$ cat config.mk
export PLATFORM = sky130hd
export DESIGN_NAME = fetch_unit
export DESIGN_NICKNAME = d
export VERILOG_FILES = /design/src/rtl/pipeline_pkg.sv /design/src/rtl/fetch_buffer.sv /design/src/rtl/fetch_unit.sv
export SDC_FILE = /design/constraint.sdc
export NUM_CORES = 1
export LEC_CHECK = 0
export ABC_AREA = 1
export BUFFER_PORTS_ARGS = -buffer_cell sky130_fd_sc_hd__buf_2
export CORE_ASPECT_RATIO = 0.75
export CORE_MARGIN = 2
export CORE_UTILIZATION = 45
export CTS_CLUSTER_SIZE = 12
export DETAILED_ROUTE_END_ITERATION = 7
export GPL_TIMING_DRIVEN = 0
export PLACE_DENSITY = 0.67
export SETUP_SLACK_MARGIN = 0.05
export SYNTH_ARGS = -nofsm -noshare
export SYNTH_HDL_FRONTEND = slang
export SYNTH_SLANG_ARGS = --single-unit
$ cat constraint.sdc
create_clock -name clk -period 5.5 [get_ports clk]
set_input_delay 1.1 -clock clk [delete_from_list [all_inputs] [get_ports clk]]
set_output_delay 1.1 -clock clk [all_outputs]
set_load 0.005 [all_outputs]
$ cat src/rtl/pipeline_pkg.sv
// Shared fetch-pipeline types: FSM state encoding, word width, NOP encoding, buffer entry.
// Build option FETCH_PREFETCH_EN selects a two-entry fetch buffer; without it the buffer holds one entry.
package pipeline_pkg;

    localparam int WORD_W = 16;
    localparam logic [WORD_W-1:0] NOP_INSTR = 16'h0000;

`ifdef FETCH_PREFETCH_EN
    localparam int FETCH_DEPTH = 2;
`else
    localparam int FETCH_DEPTH = 1;
`endif

    typedef enum logic [1:0] {
        IDLE  = 2'd0,
        REQ   = 2'd1,
        FULL  = 2'd2,
        DRAIN = 2'd3
    } fetch_state_t;

    typedef struct packed {
        logic [WORD_W-1:0] instr;
        logic [WORD_W-1:0] next_addr;
    } fetch_entry_t;

    // Word addresses wrap modulo 2^WORD_W.
    function automatic logic [WORD_W-1:0] next_word(input logic [WORD_W-1:0] addr);
        return addr + WORD_W'(1);
    endfunction

endpackage

$ cat src/rtl/fetch_buffer.sv
// In-order instruction buffer of DEPTH entries; head is the oldest entry.
// Push and pop in the same cycle are both honoured, including on a full buffer.
module fetch_buffer
    import pipeline_pkg::*;
#(
    parameter int DEPTH = FETCH_DEPTH
) (
    input  logic              clk,
    input  logic              rst,
    input  logic              push,
    input  logic              pop,
    input  logic              flush,
    input  logic [WORD_W-1:0] push_instr,
    input  logic [WORD_W-1:0] push_next,
    output logic              full,
    output logic              almost_full,
    output logic              empty,
    output logic [WORD_W-1:0] head_instr,
    output logic [WORD_W-1:0] head_next
);

    localparam int ENTRY_W = $bits(fetch_entry_t);
    localparam int CNT_W   = $clog2(DEPTH + 1);

    logic [DEPTH*ENTRY_W-1:0] store;
    logic [DEPTH*ENTRY_W-1:0] store_next;
    logic [CNT_W-1:0]         count;
    logic [CNT_W-1:0]         count_next;
    logic [CNT_W-1:0]         wr_idx;
    logic                     do_push;
    logic                     do_pop;
    fetch_entry_t             push_entry;
    fetch_entry_t             head;

    assign full        = (count == CNT_W'(DEPTH));
    assign almost_full = (count == CNT_W'(DEPTH - 1));
    assign empty       = (count == '0);

    assign do_pop  = pop && !empty;
    assign do_push = push && (!full || do_pop);
    // Slot 0 is the head; after a pop the entries shift down by one, so the write slot moves too.
    assign wr_idx  = do_pop ? (count - CNT_W'(1)) : count;

    assign push_entry.instr     = push_instr;
    assign push_entry.next_addr = push_next;

    always_comb begin
        store_next = store;
        count_next = count;
        if (do_pop) begin
            store_next = store >> ENTRY_W;
            count_next = count - CNT_W'(1);
        end
        if (do_push) begin
            for (int i = 0; i < DEPTH; i++) begin
                if (CNT_W'(i) == wr_idx) begin
                    store_next[i*ENTRY_W +: ENTRY_W] = push_entry;
                end
            end
            count_next = count_next + CNT_W'(1);
        end
    end

    always_ff @(posedge clk or posedge rst) begin
        if (rst) begin
            store <= '0;
            count <= '0;
        end else if (flush) begin
            store <= '0;
            count <= '0;
        end else begin
            store <= store_next;
            count <= count_next;
        end
    end

    assign head       = store[ENTRY_W-1:0];
    assign head_instr = head.instr;
    assign head_next  = head.next_addr;

endmodule

$ cat src/rtl/fetch_unit.sv
// Instruction fetch: memory request FSM and fetch PC, feeding a small instruction buffer.
// Buffer depth follows FETCH_PREFETCH_EN (2 entries when defined, otherwise 1).
//
// state | meaning
// IDLE  | first cycle after reset, no request
// REQ   | request outstanding at mem_addr; completed words are buffered
// FULL  | buffer full, no request until the head is consumed
// DRAIN | redirect pending; waiting out the old request, its data is dropped
module fetch_unit
    import pipeline_pkg::*;
#(
    parameter logic [WORD_W-1:0] RESET_ADDR = 16'h0000
) (
    input  logic              clk,
    input  logic              rst,
    input  logic              stall,
    input  logic              branched,
    input  logic [WORD_W-1:0] branch_target,
    output logic              mem_req,
    output logic [WORD_W-1:0] mem_addr,
    input  logic              mem_ready,
    input  logic [WORD_W-1:0] mem_rdata,
    output logic [WORD_W-1:0] instruction,
    output logic [WORD_W-1:0] next_address,
    output logic              inst_valid
);

    fetch_state_t      state;
    logic [WORD_W-1:0] fetch_pc;

    logic              buf_full;
    logic              buf_almost_full;
    logic              buf_empty;
    logic [WORD_W-1:0] head_instr;
    logic [WORD_W-1:0] head_next;

    logic              consume;
    logic              push;
    logic              fills;

    // A redirect overrides both stall and consumption: the whole buffer is discarded.
    assign consume = !buf_empty && !stall && !branched;
    assign push    = (state == REQ) && mem_ready && !branched && (!buf_full || consume);
    assign fills   = push && !consume && buf_almost_full;

    always_ff @(posedge clk or posedge rst) begin
        if (rst) begin
            state    <= IDLE;
            fetch_pc <= RESET_ADDR;
            mem_req  <= 1'b0;
            mem_addr <= RESET_ADDR;
        end else begin
            case (state)
                IDLE: begin
                    state   <= REQ;
                    mem_req <= 1'b1;
                    if (branched) begin
                        fetch_pc <= branch_target;
                        mem_addr <= branch_target;
                    end else begin
                        mem_addr <= fetch_pc;
                    end
                end

                REQ: begin
                    if (branched && mem_ready) begin
                        fetch_pc <= branch_target;
                        mem_addr <= branch_target;
                    end else if (branched) begin
                        // mem_req/mem_addr must stay put until the old request completes.
                        fetch_pc <= branch_target;
                        state    <= DRAIN;
                    end else if (mem_ready) begin
                        fetch_pc <= next_word(fetch_pc);
                        mem_addr <= next_word(fetch_pc);
                        if (fills) begin
                            state   <= FULL;
                            mem_req <= 1'b0;
                        end
                    end
                end

                FULL: begin
                    if (branched) begin
                        fetch_pc <= branch_target;
                        mem_addr <= branch_target;
                        mem_req  <= 1'b1;
                        state    <= REQ;
                    end else if (consume) begin
                        mem_addr <= fetch_pc;
                        mem_req  <= 1'b1;
                        state    <= REQ;
                    end
                end

                DRAIN: begin
                    if (mem_ready) begin
                        state <= REQ;
                        if (branched) begin
                            fetch_pc <= branch_target;
                            mem_addr <= branch_target;
                        end else begin
                            mem_addr <= fetch_pc;
                        end
                    end else if (branched) begin
                        fetch_pc <= branch_target;
                    end
                end

                default: begin
                    state   <= IDLE;
                    mem_req <= 1'b0;
                end
            endcase
        end
    end

    fetch_buffer #(
        .DEPTH(FETCH_DEPTH)
    ) u_fetch_buffer (
        .clk         (clk),
        .rst         (rst),
        .push        (push),
        .pop         (consume),
        .flush       (branched),
        .push_instr  (mem_rdata),
        .push_next   (next_word(mem_addr)),
        .full        (buf_full),
        .almost_full (buf_almost_full),
        .empty       (buf_empty),
        .head_instr  (head_instr),
        .head_next   (head_next)
    );

    assign inst_valid   = !buf_empty;
    assign instruction  = buf_empty ? NOP_INSTR : head_instr;
    assign next_address = buf_empty ? NOP_INSTR : head_next;

endmodule

---- Word level (Yosys, flattened, before mapping) ----
Cells that the tools add are included.
word-level totals
  bits in registers ....................... 68
  input bits .............................. 37
  word-level logic and storage cells ...... 82
operators by class
  reductions and logical operators ........ 22
  bitwise gates (word level) .............. 1
  equality and inequality tests ........... 14
  muxes and demuxes ....................... 35
  add/sub/neg operators ................... 4
operators with widths
  cell                   count
  $mux 16                11
  $mux 32                4
  $pmux 16 s4            1
  $add 16x1->16 const B  2
  $pmux 16 s2            1
  $mux 2                 7
  $logic_and 1x1->1      10
  $ne 2x2->1 const B     5
  $mux 1                 9
  $ne 3x3->1 const B     3
  $pmux 2 s4             1
  $ne 3x2->1 const B     2
  $reduce_and 6->1       1
  $reduce_and 5->1       1
  $eq 2x2->1 const B     2
  $logic_not 1->1        4
  $ne 4x3->1 const B     1
  $reduce_and 4->1       1
  $pmux 1 s3             1
  $reduce_bool 3->1      1
  $reduce_or 3->1        1
  $eq 2x1->1 const B     1
  $logic_not 2->1        1
  $logic_or 1x1->1       2
  3 further kinds        3

---- Longest topological paths before layout ----
  depth after elaboration ................. 12
  depth in mapped cells ................... 11

---- Modules after synthesis ----
From an unflattened synthesis, not the netlist that was laid out.
second synthesis, totals
  cell total of the unflattened synthesis .. 813
  area total of the unflattened synthesis .. 4,978.5 sq um
by module, submodules not included
  module        cells an instance  area each (sq um)  times used
  fetch_unit    531                3,151.8            1
  fetch_buffer  282                1,826.8            1

---- Least setup slack after synthesis ----
OpenSTA, ideal clock, no wires.
  path type ............................... input to register
  from .................................... input stall
  to ...................................... register u_fetch_buffer.store[21] (netlist: u_fetch_buffer.head[21])
  stages .................................. 9
  required time ........................... 5.364 ns
  slack ................................... 3.356 ns
  data arrival time ....................... 2.008 ns
  path through ............................ inv_1 nand2_1 nor2_1 inv_1 a21oi_2 inv_2 clkbuf_1 nand3_1 a21oi_1
on the way
  longest elaborated chain between the ends .. 8
RTL lines
  element                                                       line                                    source
  from (decl)                                                   fetch_unit.sv:16                        input logic stall,
  $logic_not 1->1 (*)                                           fetch_unit.sv:42                        assign consume = !buf_empty && !stall && !branched;
  $logic_and 1x1->1 (*) (2 in series)                           fetch_unit.sv:42
  $logic_and 1x1->1 / $logic_or 1x1->1 (equally long branches)  fetch_buffer.sv:39, fetch_unit.sv:43
  $mux 32 (tied with other cells)                               fetch_buffer.sv:50                      if (do_pop) begin
  $mux 32 / $logic_and 1x1->1 (equally long branches)           fetch_buffer.sv:56, fetch_buffer.sv:40
  $mux 32 (*)                                                   fetch_buffer.sv:54                      if (do_push) begin
  $mux 32 (*)                                                   fetch_buffer.sv:68                      end else if (flush) begin
  to (signal assigned)                                          fetch_buffer.sv:72                      store <= store_next;
  to (decl)                                                     fetch_buffer.sv:25                      logic [DEPTH*ENTRY_W-1:0] store;
Every way passes the cells marked *; elsewhere a longest branch is shown, timed or not.
A chain may end at the register's enable or synchronous reset.

---- Final worst setup path ----
  from .................................... register u_fetch_buffer.count (netlist: u_fetch_buffer.full)
  to ...................................... output next_address[3]
on the way
  longest elaborated chain between the ends .. 1
RTL lines
  element                 line                source
  from (decl)             fetch_buffer.sv:27  logic [CNT_W-1:0] count;
  from (signal assigned)  fetch_buffer.sv:73  count <= count_next;
  $mux 16                 fetch_unit.sv:137   assign next_address = buf_empty ? NOP_INSTR : head_next;
  to (decl)               fetch_unit.sv:24    output logic [WORD_W-1:0] next_address,
No other way between the ends.

==> results.toml <==
[setup_path]
worst-r2r-setup-slack_ps = 3470
ff2ff_path_depth = 9
cp_data_arrival_time_ps = 1610
worst_setup_path_startpoint = "u_fetch_buffer.full"
crit_path_end = "next_address[3]"
worst_path_max_delay_cell = "clkbuf_1"
cp_data_required_time_ps = 4400
cpPeakStageDelay_ps = 400
critPathKind = "flop to output pin"
critical_path.reg2reg.startpoint = "u_fetch_buffer.full"
setup.worst_path.start_class = "flop"
timing.rr.end = "u_fetch_buffer.head[22]"
crit_top_cell = "buf_2"
critical_path.cell_chain = "buf_2 > clkbuf_1 > nand2_1 > inv_1 > buf_2"
crit_path_max_fanout = 10
worstSetupEndpointType = "output pin"

[yosys]
synthesis.instances = 639
synth.ff_latch_count = 68
syn-mean-instance-area_sq_um = 6.80
synth_nets = 678
sequential_element_share_of_the_synthesized_area_pct = 39.2
synth_cell_types = 38
syn_area_sq_mm = 0.00435
yosys_warnings = 0

[layout]
fin_area_sq_mm = 0.00524
layout.nets = 775
post-route-util_pct = 55.0
area.growth.synth_to_final_pct = 20.7
antennaDiodeCount = 0
fillCellCount = 975
post_route_cells_drive_above_1_share_pct = 17.2

[clock_tree]
ctsResizeCount = 0
tritoncts = "done"
clkTransAtPathRegs_ps = 50
cts.path.max_buffers = 2
cts_setup_buffers = 0
clkSinkCount = 68
clock_insertion_delay_worst_skew_ps = 330
htreeDepth = 3
cts_root_buf = "clkbuf_16"
cts_bufs_inserted = 9
holdBufCountCts = 0

[detailed_routing]
drt_pre_antenna_iters = 5
routed_wl_um = 13500
remaining_drc_errors = 0
ant_nets = 0
dr_total_vias = 4656
dr.first_iter.drc_count = 328
post_drt_via_cell_ratio = 5.34
wl_per_cell_um = 15.5

[power]
comb_power_share_pct = 43.2
sequential_cell_fraction_of_total_power_pct = 33.3
power.static_leakage_nw = 2.90
p_per_area_mw_per_mm2 = 489
p_switching_mw = 1.11
pwr-share-clk_pct = 23.5
highest_ir_drop_seen_on_vdd_mv = 0.250
power.switching_fraction_pct = 43.3
internal_power_mw = 1.45
finalPower_mw = 2.56

[grt]
grt_max_degree = 69
track_usage_pct = 26.2
globalRoute.totalOverflow = 0
antenna_violations_before_repair = 0
grt_pass1_vias = 4286
grt_pass1_wl_um = 21400

[placement]
place_area_sq_mm = 0.00494
hpwlAfterDp_um = 10200
place_congestion = 0.945
port_buffers = 86

[sta]
post-route-min-period_ps = 2710
slew_headroom_pct = 42.4
timing.final.crit_share_pct = 49.2
final.setup.tns_ps = 0
timing.final.hold_violations = 0
setup-violations-final = 0
final.hold.worst_slack_ps = 532
maxClockFrequency_mhz = 369
finalMaxSlewViolations = 0
final_setup_skew_ps = 8.24
rsz0062_at_grt = "false"
max_slew.worst_pin.slew_ps = 864

[floorplan]
initial_utilization_pct = 45.5
fp.coreArea_sq_mm = 0.00954
die_width_um = 117
io_pins = 87
die_area_sq_mm = 0.0105
fp.dieH_um = 89.1
row_count = 31

[flow_run]
maxCapViolCount = 0

[hold_path]
worstHoldPathType = "flop to flop"

[status]
outcome = "finished clean"
[cell families (layout without fill, tap and decap cells)]
group                    Yosys count  count (layout)  synth area share [%]
AND/OR/NAND/NOR                  323             323                  31.1
flip-flops                        68              68                  39.2
XOR/XNOR                          11              11                  2.22
adder cells (fa/ha/maj)            2               2                 0.576
buffers and inverters            120             221                  11.5
AO/OA/AOI/OAI                    115             115                  15.4
[per-layer routing]
metal	GRT usage, %	share of wire [%]	routed length [um]
met4	7.34	1.3	170
met1	36.1	47	6330
met3	7.78	8.4	1140
met5	0	0	0
met2	40.7	43	5840
[layout by cell type, fill, tap and decap left out, drive strengths merged, types with 6 or more instances in the layout]
cell / n
nand2: 201
buf: 107
inv: 87
dfrtp: 68
nand3: 56
a21oi: 49
nor2: 45
o21ai: 30
clkbuf: 24
nor3: 12
xor2: 10
nand4: 7
o211ai: 7
a22oi: 7
a31oi: 6
[worst min path at each step]
| stage | start | endpoint | slack [ps] | cells after the start |
|---|---|---|---|---|
| floorplan | mem_req | mem_req | 480 | 2 |
| global placement | mem_req | mem_req | 480 | 2 |
| detailed placement | mem_req | mem_req | 490 | 2 |
| CTS | mem_req | mem_req | 530 | 2 |
| global route | mem_addr[0] | u_fetch_buffer.head[0] | 550 | 1 |
| finish | mem_req | mem_req | 530 | 2 |
[power by group through the flow]
stage	Combinational [mW]	Sequential, mW	Clock (mW)
global placement	1.07	0.852	0
CTS	1.10	0.849	0.615
global route	1.25	0.880	0.638
detailed placement	1.09	0.854	0
floorplan	0.760	0.813	0
finish	1.11	0.854	0.603
[critical path, delay by kind of cell (launching register included)]
family / cells / cell delay (ps)
buf+inv: 4 / 830
flops: 1 / 340
simple gates: 1 / 110
[Yosys cell counts]
library cell / n / area, sq um
a2bb2oi_1: 2 / 17.5
nor2_8: 1 / 20.0
o221ai_1: 1 / 8.76
buf_4: 4 / 30.0
nand4_1: 7 / 43.8
nand3_1: 56 / 280
ha_1: 2 / 25.0
xor2_1: 10 / 87.6
a21oi_1: 48 / 240
clkbuf_1: 11 / 41.3
nor2_2: 1 / 6.26
a41oi_1: 2 / 17.5
inv_2: 4 / 15.0
nor2_4: 1 / 11.3
buf_2: 10 / 50.1
a31oi_1: 6 / 37.5
nand2_1: 199 / 747
inv_1: 83 / 312
xnor2_1: 1 / 8.76
nor2_1: 42 / 158
nand3b_1: 1 / 7.51
a211oi_1: 5 / 37.5
a21boi_1: 1 / 7.51
o211ai_1: 7 / 52.6
o21ai_1: 4 / 20.0
dfrtp_1: 68 / 1700
or2_2: 1 / 6.26
buf_1: 4 / 15.0
o21ai_0: 26 / 130
clkinv_1: 1 / 3.75
nand2_2: 2 / 12.5
a31o_2: 1 / 8.76
buf_6: 3 / 33.8
nor3_1: 12 / 60.1
a21oi_2: 1 / 8.76
a22oi_1: 7 / 52.6
o21a_1: 2 / 15.0
a21boi_0: 2 / 15.0
[state kept, by name, indices dropped and copies added (netlist names)]
signal,cells
u_fetch_buffer.head,32
fetch_pc,16
mem_addr,16
state,2
mem_req,1
u_fetch_buffer.full,1
[final cells by class]
cell class,instances,area [sq um],area share [%]
buffer,32,170,3.25
clock buffer,13,240,4.58
clock inverter,2,60.1,1.15
inverter,88,333,6.35
multi-input combinational,451,2140,40.9
sequential,68,1700,32.5
tap,132,165,3.15
timing repair buffer,86,430,8.21
[stage by stage]
step,cells,worst slack (ps)
5_1_grt,872,2660
3_3_place_gp,857,1770
4_1_cts,872,2810
2_1_floorplan,639,2690
3_5_place_dp,857,2790
6_report,872,2790
Note: power is estimated with default switching activity, not from simulation.
